===== src/rtl/timer_device_pkg.sv =====
// ---------------------------------------------------------------------------
// timer_device_pkg
//
// Shared CPU-side definitions for the programmable interval timer. The bus
// bridge imports this package too, so its address decode and the timer agree
// on register offsets, MODE values and the controller state encoding.
//
// Contents:
//   timer_state_e  - controller states (IDLE, LOAD, CNT, INT)
//   OFF_*          - word offsets of the timer registers
//   MODE_*         - CTRL.MODE field values
//   ctrl_t         - layout of the 4-bit CTRL register
// ---------------------------------------------------------------------------
package timer_device_pkg;

    // Controller states.
    typedef enum logic [1:0] {
        ST_IDLE = 2'd0,
        ST_LOAD = 2'd1,
        ST_CNT  = 2'd2,
        ST_INT  = 2'd3
    } timer_state_e;

    // Register word offsets.
    localparam logic [1:0] OFF_CTRL   = 2'd0;
    localparam logic [1:0] OFF_PRESET = 2'd1;
    localparam logic [1:0] OFF_COUNT  = 2'd2;
    localparam logic [1:0] OFF_RSVD   = 2'd3;

    // CTRL.MODE values; 2'b10 and 2'b11 behave as one-shot.
    localparam logic [1:0] MODE_ONESHOT = 2'b00;
    localparam logic [1:0] MODE_AUTO    = 2'b01;

    // CTRL register: [3] IM, [2:1] MODE, [0] EN.
    typedef struct packed {
        logic       im;
        logic [1:0] mode;
        logic       en;
    } ctrl_t;

endpackage


===== src/rtl/timer_device.sv =====
// ---------------------------------------------------------------------------
// timer_device
//
// Programmable down-counting interval timer with a three-register bus view.
// Writing CTRL with EN=1 loads PRESET into COUNT and counts down to zero,
// then raises an interrupt flag. One-shot mode clears EN and holds the flag
// until software rewrites CTRL; auto-reload mode emits a one-cycle flag pulse
// and restarts the count from PRESET.
//
// Ports:
//   clk    in   1  system clock, all state updates on the rising edge
//   reset  in   1  synchronous active-high reset
//   addr   in   2  word offset: 0=CTRL, 1=PRESET, 2=COUNT (read-only), 3=reserved
//   we     in   1  write strobe, sampled on the rising edge
//   din    in  32  write data
//   dout   out 32  read data, combinational from addr
//   irq    out  1  interrupt request = CTRL.IM & internal flag
// ---------------------------------------------------------------------------
module timer_device
    import timer_device_pkg::*;
(
    input  logic        clk,
    input  logic        reset,
    input  logic [1:0]  addr,
    input  logic        we,
    input  logic [31:0] din,
    output logic [31:0] dout,
    output logic        irq
);

    timer_state_e state;
    timer_state_e state_next;

    ctrl_t       ctrl;
    logic [31:0] preset;
    logic [31:0] count;
    logic        irq_flag;

    logic ctrl_write;
    logic preset_write;

    // Controller actions decoded from the current state.
    logic cnt_load;
    logic cnt_dec;
    logic cnt_zero;
    logic flag_set;
    logic flag_clr;
    logic en_clr;

    assign ctrl_write   = we && (addr == OFF_CTRL);
    assign preset_write = we && (addr == OFF_PRESET);

    // -----------------------------------------------------------------------
    // State register
    // -----------------------------------------------------------------------
    // NOTE: reset is sampled on the clock edge only (synchronous), and all
    // clocked state uses non-blocking assignments so every register sees the
    // pre-edge values of the others.
    always_ff @(posedge clk) begin
        if (reset) begin
            state <= ST_IDLE;
        end else begin
            state <= state_next;
        end
    end

    // -----------------------------------------------------------------------
    // Next state and controller actions. Decisions use the register values
    // before any same-edge bus write takes effect.
    // -----------------------------------------------------------------------
    // NOTE: every output of this block is given a default first so no path
    // leaves a signal unassigned and no latch is inferred.
    always_comb begin
        state_next = state;
        cnt_load   = 1'b0;
        cnt_dec    = 1'b0;
        cnt_zero   = 1'b0;
        flag_set   = 1'b0;
        flag_clr   = 1'b0;
        en_clr     = 1'b0;

        case (state)
            ST_IDLE: begin
                if (ctrl.en) begin
                    state_next = ST_LOAD;
                end
            end

            ST_LOAD: begin
                cnt_load   = 1'b1;
                state_next = ST_CNT;
            end

            ST_CNT: begin
                if (!ctrl.en) begin
                    state_next = ST_IDLE;
                end else if (count > 32'd1) begin
                    cnt_dec = 1'b1;
                end else begin
                    // Covers COUNT of 1 and of 0, so a zero PRESET expires
                    // like a PRESET of 1 and COUNT never wraps.
                    cnt_zero   = 1'b1;
                    flag_set   = 1'b1;
                    state_next = ST_INT;
                end
            end

            ST_INT: begin
                state_next = ST_IDLE;
                if (ctrl.mode == MODE_AUTO) begin
                    // EN stays set, so IDLE immediately restarts the count.
                    flag_clr = 1'b1;
                end else begin
                    en_clr = 1'b1;
                end
            end

            default: begin
                state_next = ST_IDLE;
            end
        endcase
    end

    // -----------------------------------------------------------------------
    // Registers. A CTRL write wins over the controller's EN clear and its
    // flag set/clear on the same edge.
    // -----------------------------------------------------------------------
    always_ff @(posedge clk) begin
        if (reset) begin
            ctrl     <= '0;
            preset   <= '0;
            count    <= '0;
            irq_flag <= 1'b0;
        end else begin
            if (ctrl_write) begin
                ctrl     <= ctrl_t'(din[3:0]);
                irq_flag <= 1'b0;
            end else begin
                if (en_clr) begin
                    ctrl.en <= 1'b0;
                end
                if (flag_set) begin
                    irq_flag <= 1'b1;
                end else if (flag_clr) begin
                    irq_flag <= 1'b0;
                end
            end

            // A new PRESET only matters at the next LOAD; the running count
            // is untouched.
            if (preset_write) begin
                preset <= din;
            end

            if (cnt_load) begin
                count <= preset;
            end else if (cnt_dec) begin
                count <= count - 32'd1;
            end else if (cnt_zero) begin
                count <= '0;
            end
        end
    end

    // -----------------------------------------------------------------------
    // Read mux and interrupt output
    // -----------------------------------------------------------------------
    always_comb begin
        dout = '0;
        case (addr)
            OFF_CTRL:   dout = {28'd0, ctrl};
            OFF_PRESET: dout = preset;
            OFF_COUNT:  dout = count;
            OFF_RSVD:   dout = '0;
            default:    dout = '0;
        endcase
    end

    assign irq = ctrl.im & irq_flag;

endmodule


===== config.mk =====
export PLATFORM = sky130hd
export DESIGN_NAME = timer_device
export DESIGN_NICKNAME = d
export VERILOG_FILES = /design/src/rtl/timer_device_pkg.sv /design/src/rtl/timer_device.sv
export SDC_FILE = /design/constraint.sdc
export NUM_CORES = 1
export LEC_CHECK = 0
export ABC_AREA = 1
export ABC_CLOCK_PERIOD_IN_PS = 1900
export CAP_MARGIN = 20
export CORE_UTILIZATION = 40
export DETAILED_ROUTE_END_ITERATION = 8
export GPL_ROUTABILITY_DRIVEN = 0
export PLACE_DENSITY_LB_ADDON = 0.1
export SETUP_SLACK_MARGIN = 0.2
export SYNTH_ARGS = -nofsm -noshare
export SYNTH_HDL_FRONTEND = slang
export SYNTH_SLANG_ARGS = --single-unit

===== constraint.sdc =====
create_clock -name clk -period 1.9 [get_ports clk]
set_input_delay 0.38 -clock clk [delete_from_list [all_inputs] [get_ports clk]]
set_output_delay 0.38 -clock clk [all_outputs]
set_load 0.01 [all_outputs]

==> results of run 1 <==
## power breakdown
group / internal (uW) / leakage [uW] / switching [uW]
Combinational: 236 / 0.00156 / 319
Sequential: 1530 / 0.000578 / 19.0
Clock: 737 / 0.000104 / 570
Total: 2510 / 0.00224 / 908
## how the worst min path moves through the flow
stage	from	endpoint	cells past startpoint
after floorplan	irq_flag	irq_flag	2
after global placement	preset[0]	preset[0]	2
after detailed placement	preset[20]	preset[20]	2
after CTS	addr[1]	ctrl[3]	4
after global routing	addr[1]	ctrl[3]	4
final	addr[1]	ctrl[3]	4
## cell families after synthesis
logic type,count (synthesis),share of synthesized area
flip-flops,71,0.348
XOR/XNOR,14,0.0301
AO/OA/AOI/OAI,176,0.262
AND/OR/NAND/NOR,201,0.220
adder cells (fa/ha/maj),2,0.00613
buffers and inverters,131,0.133
## sequential cells by signal, indices dropped and copies added, names as in the netlist
register / count
count: 32
preset: 32
irq_flag: 1
ctrl: 4
state: 2
## placed cells by master (no fill, tap or decap), types with 2 or more instances in the layout
cell             instances
clkinv_2                 2
o221ai_2                 4
xor2_1                  14
clkbuf_8                 9
o21ai_0                 44
nand3_1                 22
nand4_1                  5
clkbuf_1                 3
nand2_2                  5
nand2_1                 89
nor2_1                  52
nand3_2                  2
nor2_2                  12
o22ai_2                 18
bufinv_16                2
o22ai_1                 42
buf_4                   13
nand2_4                  3
buf_16                   3
buf_2                   34
buf_12                   7
o21ai_1                 12
inv_1                   78
a21oi_2                  2
buf_6                    2
nor2_4                   7
dfxtp_1                 69
a21oi_1                 53
dfxtp_2                  2
clkdlybuf4s50_1         34
inv_2                   24
## through the flow
stage	instance area, um2	worst slack, ps	util	cells
after floorplan	4080	281	-	595
after global placement	5000	-508	0.509	786
after detailed placement	5000	-531	0.509	786
after CTS	5210	220	0.530	806
after global routing	5290	154	0.539	811
final	5290	222	0.539	811
## per-layer routing
| metal | vias to the layer above | wire length, um | part of all wire | track usage |
|---|---|---|---|---|
| met5 | - | 0 | 0 | 0 |
| met4 | 0 | 179 | 0.015 | 0.0845 |
| met3 | 16 | 724 | 0.061 | 0.0319 |
| met2 | 105 | 5940 | 0.50 | 0.422 |
| met1 | 1944 | 5060 | 0.43 | 0.291 |
| li1 | 2121 | - | - | - |
## worst max-delay path, delay by kind of cell (launching register included)
family | cells | cell delay (ps)
flops | 1 | 370
compound gates | 2 | 150
simple gates | 6 | 890
buf+inv | 1 | 160
## cell type report
type	instances	area (um2)
Timing Repair Buffer	94	862
Clock inverter	4	70.1
Sequential cell	71	1420
Fill cell	1024	4530
Multi-Input combinational cell	394	2240
Tap cell	133	166
Clock buffer	12	135
Inverter	103	392
## repair_timing
action	CTS	global route
setup buffers	0	5
pin swaps	4	5
gates cloned	4	0
setup endpoints to repair	45	14
resized for setup	162	14
==> results_dict.tcl, run 1 <==
set metrics [dict create \
    status "complete, no violations" \
    grt_usage 0.237 \
    vdd_drop_max_mv 0.292 \
    clock-root-buffer "clkbuf_8" \
    cts_sinks 71 \
    cp_slowest_cell "dfxtp_1" \
    ant_nets 0 \
    gr-total-overflow 0 \
    cts.path.max_buffers 2 \
    async_flop_share 0 \
    rows 36 \
    cts_buffers 9 \
    fin_crit_ps 1680 \
    ys_ff_latch 71 \
    r2r_end "count[15]" \
    routed_via_density 5.16 \
    synth_cell_types 32 \
    hold_viol 0 \
    grt_max_degree 40 \
    crit_type "reg2reg" \
    crit_start "count[18]" \
    max-cap-violations 0 \
    hold_ws_ps 414 \
    cp_cell_sequence "nor2_2, nand2_2, nor2_2, nand2_2, nor2_4, nor2_8, buf_4, o21ai_1, a21oi_1" \
    finalMaxSlewViolations 0 \
    fin_crit_sh 0.883 \
    required_ps 2140 \
    rsz0062_at_grt "yes" \
    clk_latency_ps 350 \
    hold_buffers 0 \
    grt_pass1_wl_um 19300 \
    ys_seq_area_frac 0.348 \
    die_w_um 103 \
    syn_avg_cell_area_um2 6.86 \
    ys_warn_count 0 \
    start_util 0.416 \
    dp.final_hpwl_um 8080 \
    timing.fmax_mhz 596 \
    nets 712 \
    r2r-start "count[18]" \
    chipHeight_um 103 \
    hold_path.class "in2reg" \
    r2r_slack_ps 220 \
    layout-drive-gt1-share 0.229 \
    firstDrtPassIters 4 \
    syn-num-nets 634 \
    arrival_ps 1910 \
    synth_ff_type "dfxtp_1" \
    ys_top_cells_by_area "dfxtp_1 (35%), nand2_1 (8.6%), inv_1 (7.6%)" \
    finalSetupViolCount 0 \
    synthCells 595 \
    leakage_uw 0.00224 \
    clkTransAtPathRegs_ps 70 \
    cp-start-kind "flip-flop" \
    cts_tree "built" \
    fin_skew_ps 10.7 \
    power_density_nw_per_um2 646 \
    synthTopCellsByCount "nand2_1 (93), inv_1 (83), dfxtp_1 (71)" \
    r2r_cells 9 \
    crit_path_end_kind "flip-flop" \
    power.total_uw 3410 \
    grt_pass1_vias 3973 \
    synth_most_common_cell "nand2_1" \
    worst_pin_slew_ps 437 \
    synth_area_um2 4080 \
    path_max_fanout 11 \
    areaGrowthSynthToFinish_pct 29.6 \
    synth_enable_flop_cells 0 \
    antenna_found_initial 0 \
    dr.first_iter.drc_count 111 \
    numPortBuffers 69 \
    n_antenna_cell 0 \
    cts-htree-levels 3 \
    drc 0 \
    max_slew_margin 0.709 \
    vias 4186 \
    final.setup.tns_ps 0 \
    io-pin-count 70 \
    routed_wl_um 11900 \
    synth_top_area_cell "dfxtp_1" \
    synth_top_area_share 0.348 \
    die-area_um2 10600 \
    core-area_um2 9820 \
    wl_per_cell_um 14.7 \
    max_stage_delay_ps 370 \
    cp-endpoint "count[15]" \
]
Note: power is estimated with default switching activity, not from simulation.
==> run 2: changes to the inputs <==
- CTS_BUF_LIST: unset -> sky130_fd_sc_hd__clkbuf_4 sky130_fd_sc_hd__clkbuf_8
- SLEW_MARGIN: unset -> 0
==> run 2 against run 1 <==
Largest power group unchanged; first-iteration DRC count down 1.8%; setup slack about the same; sequential share of layout area down 0.057 points.
==> results_dict.tcl, run 2 (synthesized netlist as in run 1, its figures left out) <==
set metrics [dict create \
    hold_ws_ps 415 \
    routed_via_density 5.19 \
    io-pin-count 70 \
    max_slew_margin 0.705 \
    utilization 0.540 \
    hold_viol 0 \
    die_w_um 103 \
    cp-start-kind "flip-flop" \
    clk_latency_ps 350 \
    grt_usage 0.237 \
    clkTransAtPathRegs_ps 70 \
    hold_path.class "in2reg" \
    max_stage_delay_ps 360 \
    grt_pass1_wl_um 19300 \
    crit_type "reg2reg" \
    layout-drive-gt1-share 0.233 \
    grt_max_degree 40 \
    fin_crit_sh 0.883 \
    stdcell_count 811 \
    chipHeight_um 103 \
    vias 4211 \
    finalSetupViolCount 0 \
    routed_wl_um 11900 \
    rsz0062_at_grt "yes" \
    grt_pass1_vias 3980 \
    fin_skew_ps 8.18 \
    drc 0 \
    cts.path.max_buffers 2 \
    core-area_um2 9820 \
    reg.largest.list "count x32, preset x32, ctrl x4" \
    dp.cells 786 \
    vdd_drop_max_mv 0.291 \
    areaGrowthSynthToFinish_pct 29.9 \
    start_util 0.416 \
    arrival_ps 1910 \
    numPortBuffers 69 \
    wl_per_cell_um 14.7 \
    rows 36 \
    required_ps 2130 \
    dr.first_iter.drc_count 109 \
    finalMaxSlewViolations 0 \
    gr-total-overflow 0 \
    place_ws_ps -531 \
    timing.fmax_mhz 596 \
    power_density_nw_per_um2 651 \
    dp.final_hpwl_um 8080 \
    cp_cell_sequence "nor2_2, nand2_2, nor2_2, nand2_2, nor2_4, nor2_8, buf_4, o21ai_1, a21oi_1" \
    nets 712 \
    leakage_uw 0.00226 \
    fin_crit_ps 1680 \
    setup_slack_ps 222 \
    path_max_fanout 11 \
    die-area_um2 10600 \
    max-cap-violations 0 \
    cts_tree "built" \
    firstDrtPassIters 5 \
    status "complete, no violations" \
    cts_sinks 71 \
    cp_slowest_cell "dfxtp_1" \
    cts-htree-levels 3 \
    clock-root-buffer "clkbuf_8" \
    mostFrequentLayoutCells "nand2_1 (89), inv_1 (78), dfxtp_1 (69)" \
    ant_nets 0 \
    n_antenna_cell 0 \
    final.setup.tns_ps 0 \
    final_common_cell "nand2_1" \
    antenna_found_initial 0 \
    crit_path_end_kind "flip-flop" \
    cts_buffers 9 \
    worst_pin_slew_ps 441 \
]
-- run 2: metal layers --
metal / part of all wire / up-vias / routed length [um] / GRT usage
met5: 0 / - / 0 / 0
met2: 0.49 / 116 / 5890 / 0.422
met4: 0.020 / 0 / 234 / 0.0845
met3: 0.047 / 21 / 565 / 0.0319
li1: - / 2119 / - / -
met1: 0.44 / 1955 / 5230 / 0.291
-- run 2: area by class of cell --
class                   instances  area (um2)
clock buffers                  12         146
inverters                     103         392
clock inverters                 4        70.1
flip-flops and latches         71        1420
multi-input cells             394        2240
fillers                      1018        4520
repair buffers                 94         862
well taps                     133         166
-- run 2: worst max-delay path: cells and delay by family, from the launching register on --
kind / cells / cell delay, ps
and+or+nand+nor: 6 / 900
buffers and inverters: 1 / 160
AOI/OAI and AO/OA: 2 / 150
DFF: 1 / 360
-- run 2: worst paths after layout --
kind | startpoint | end | slack, ps | depth (start not counted)
hold / removal | addr[1] | ctrl[3] | 420 | 4
setup reg to reg | count[18] | count[15] | 220 | 9
hold reg to reg | irq_flag | irq_flag | 480 | 2
setup / recovery | count[18] | count[15] | 220 | 9
-- run 2: per-stage QoR --
| stage | area, um2 | power [uW] |
|---|---|---|
| final | 5300 | 3450 |
| after global placement | 5000 | 2100 |
| after global routing | 5300 | 3600 |
| after detailed placement | 5000 | 2100 |
| after CTS | 5220 | 3480 |
| after floorplan | 4080 | 1890 |
-- run 2: report_power, final --
group / internal (uW) / switching (uW)
Combinational: 236 / 321
Sequential: 1530 / 19.1
Clock: 780 / 563
-- run 2: timing repair --
item,in CTS,in global routing
hold buffers,0,0
setup buffers,0,5
pin swaps,4,5
cloned,4,0
setup endpoints to repair,45,14
gates resized for setup,162,14
endpoints found under the hold margin,0,0
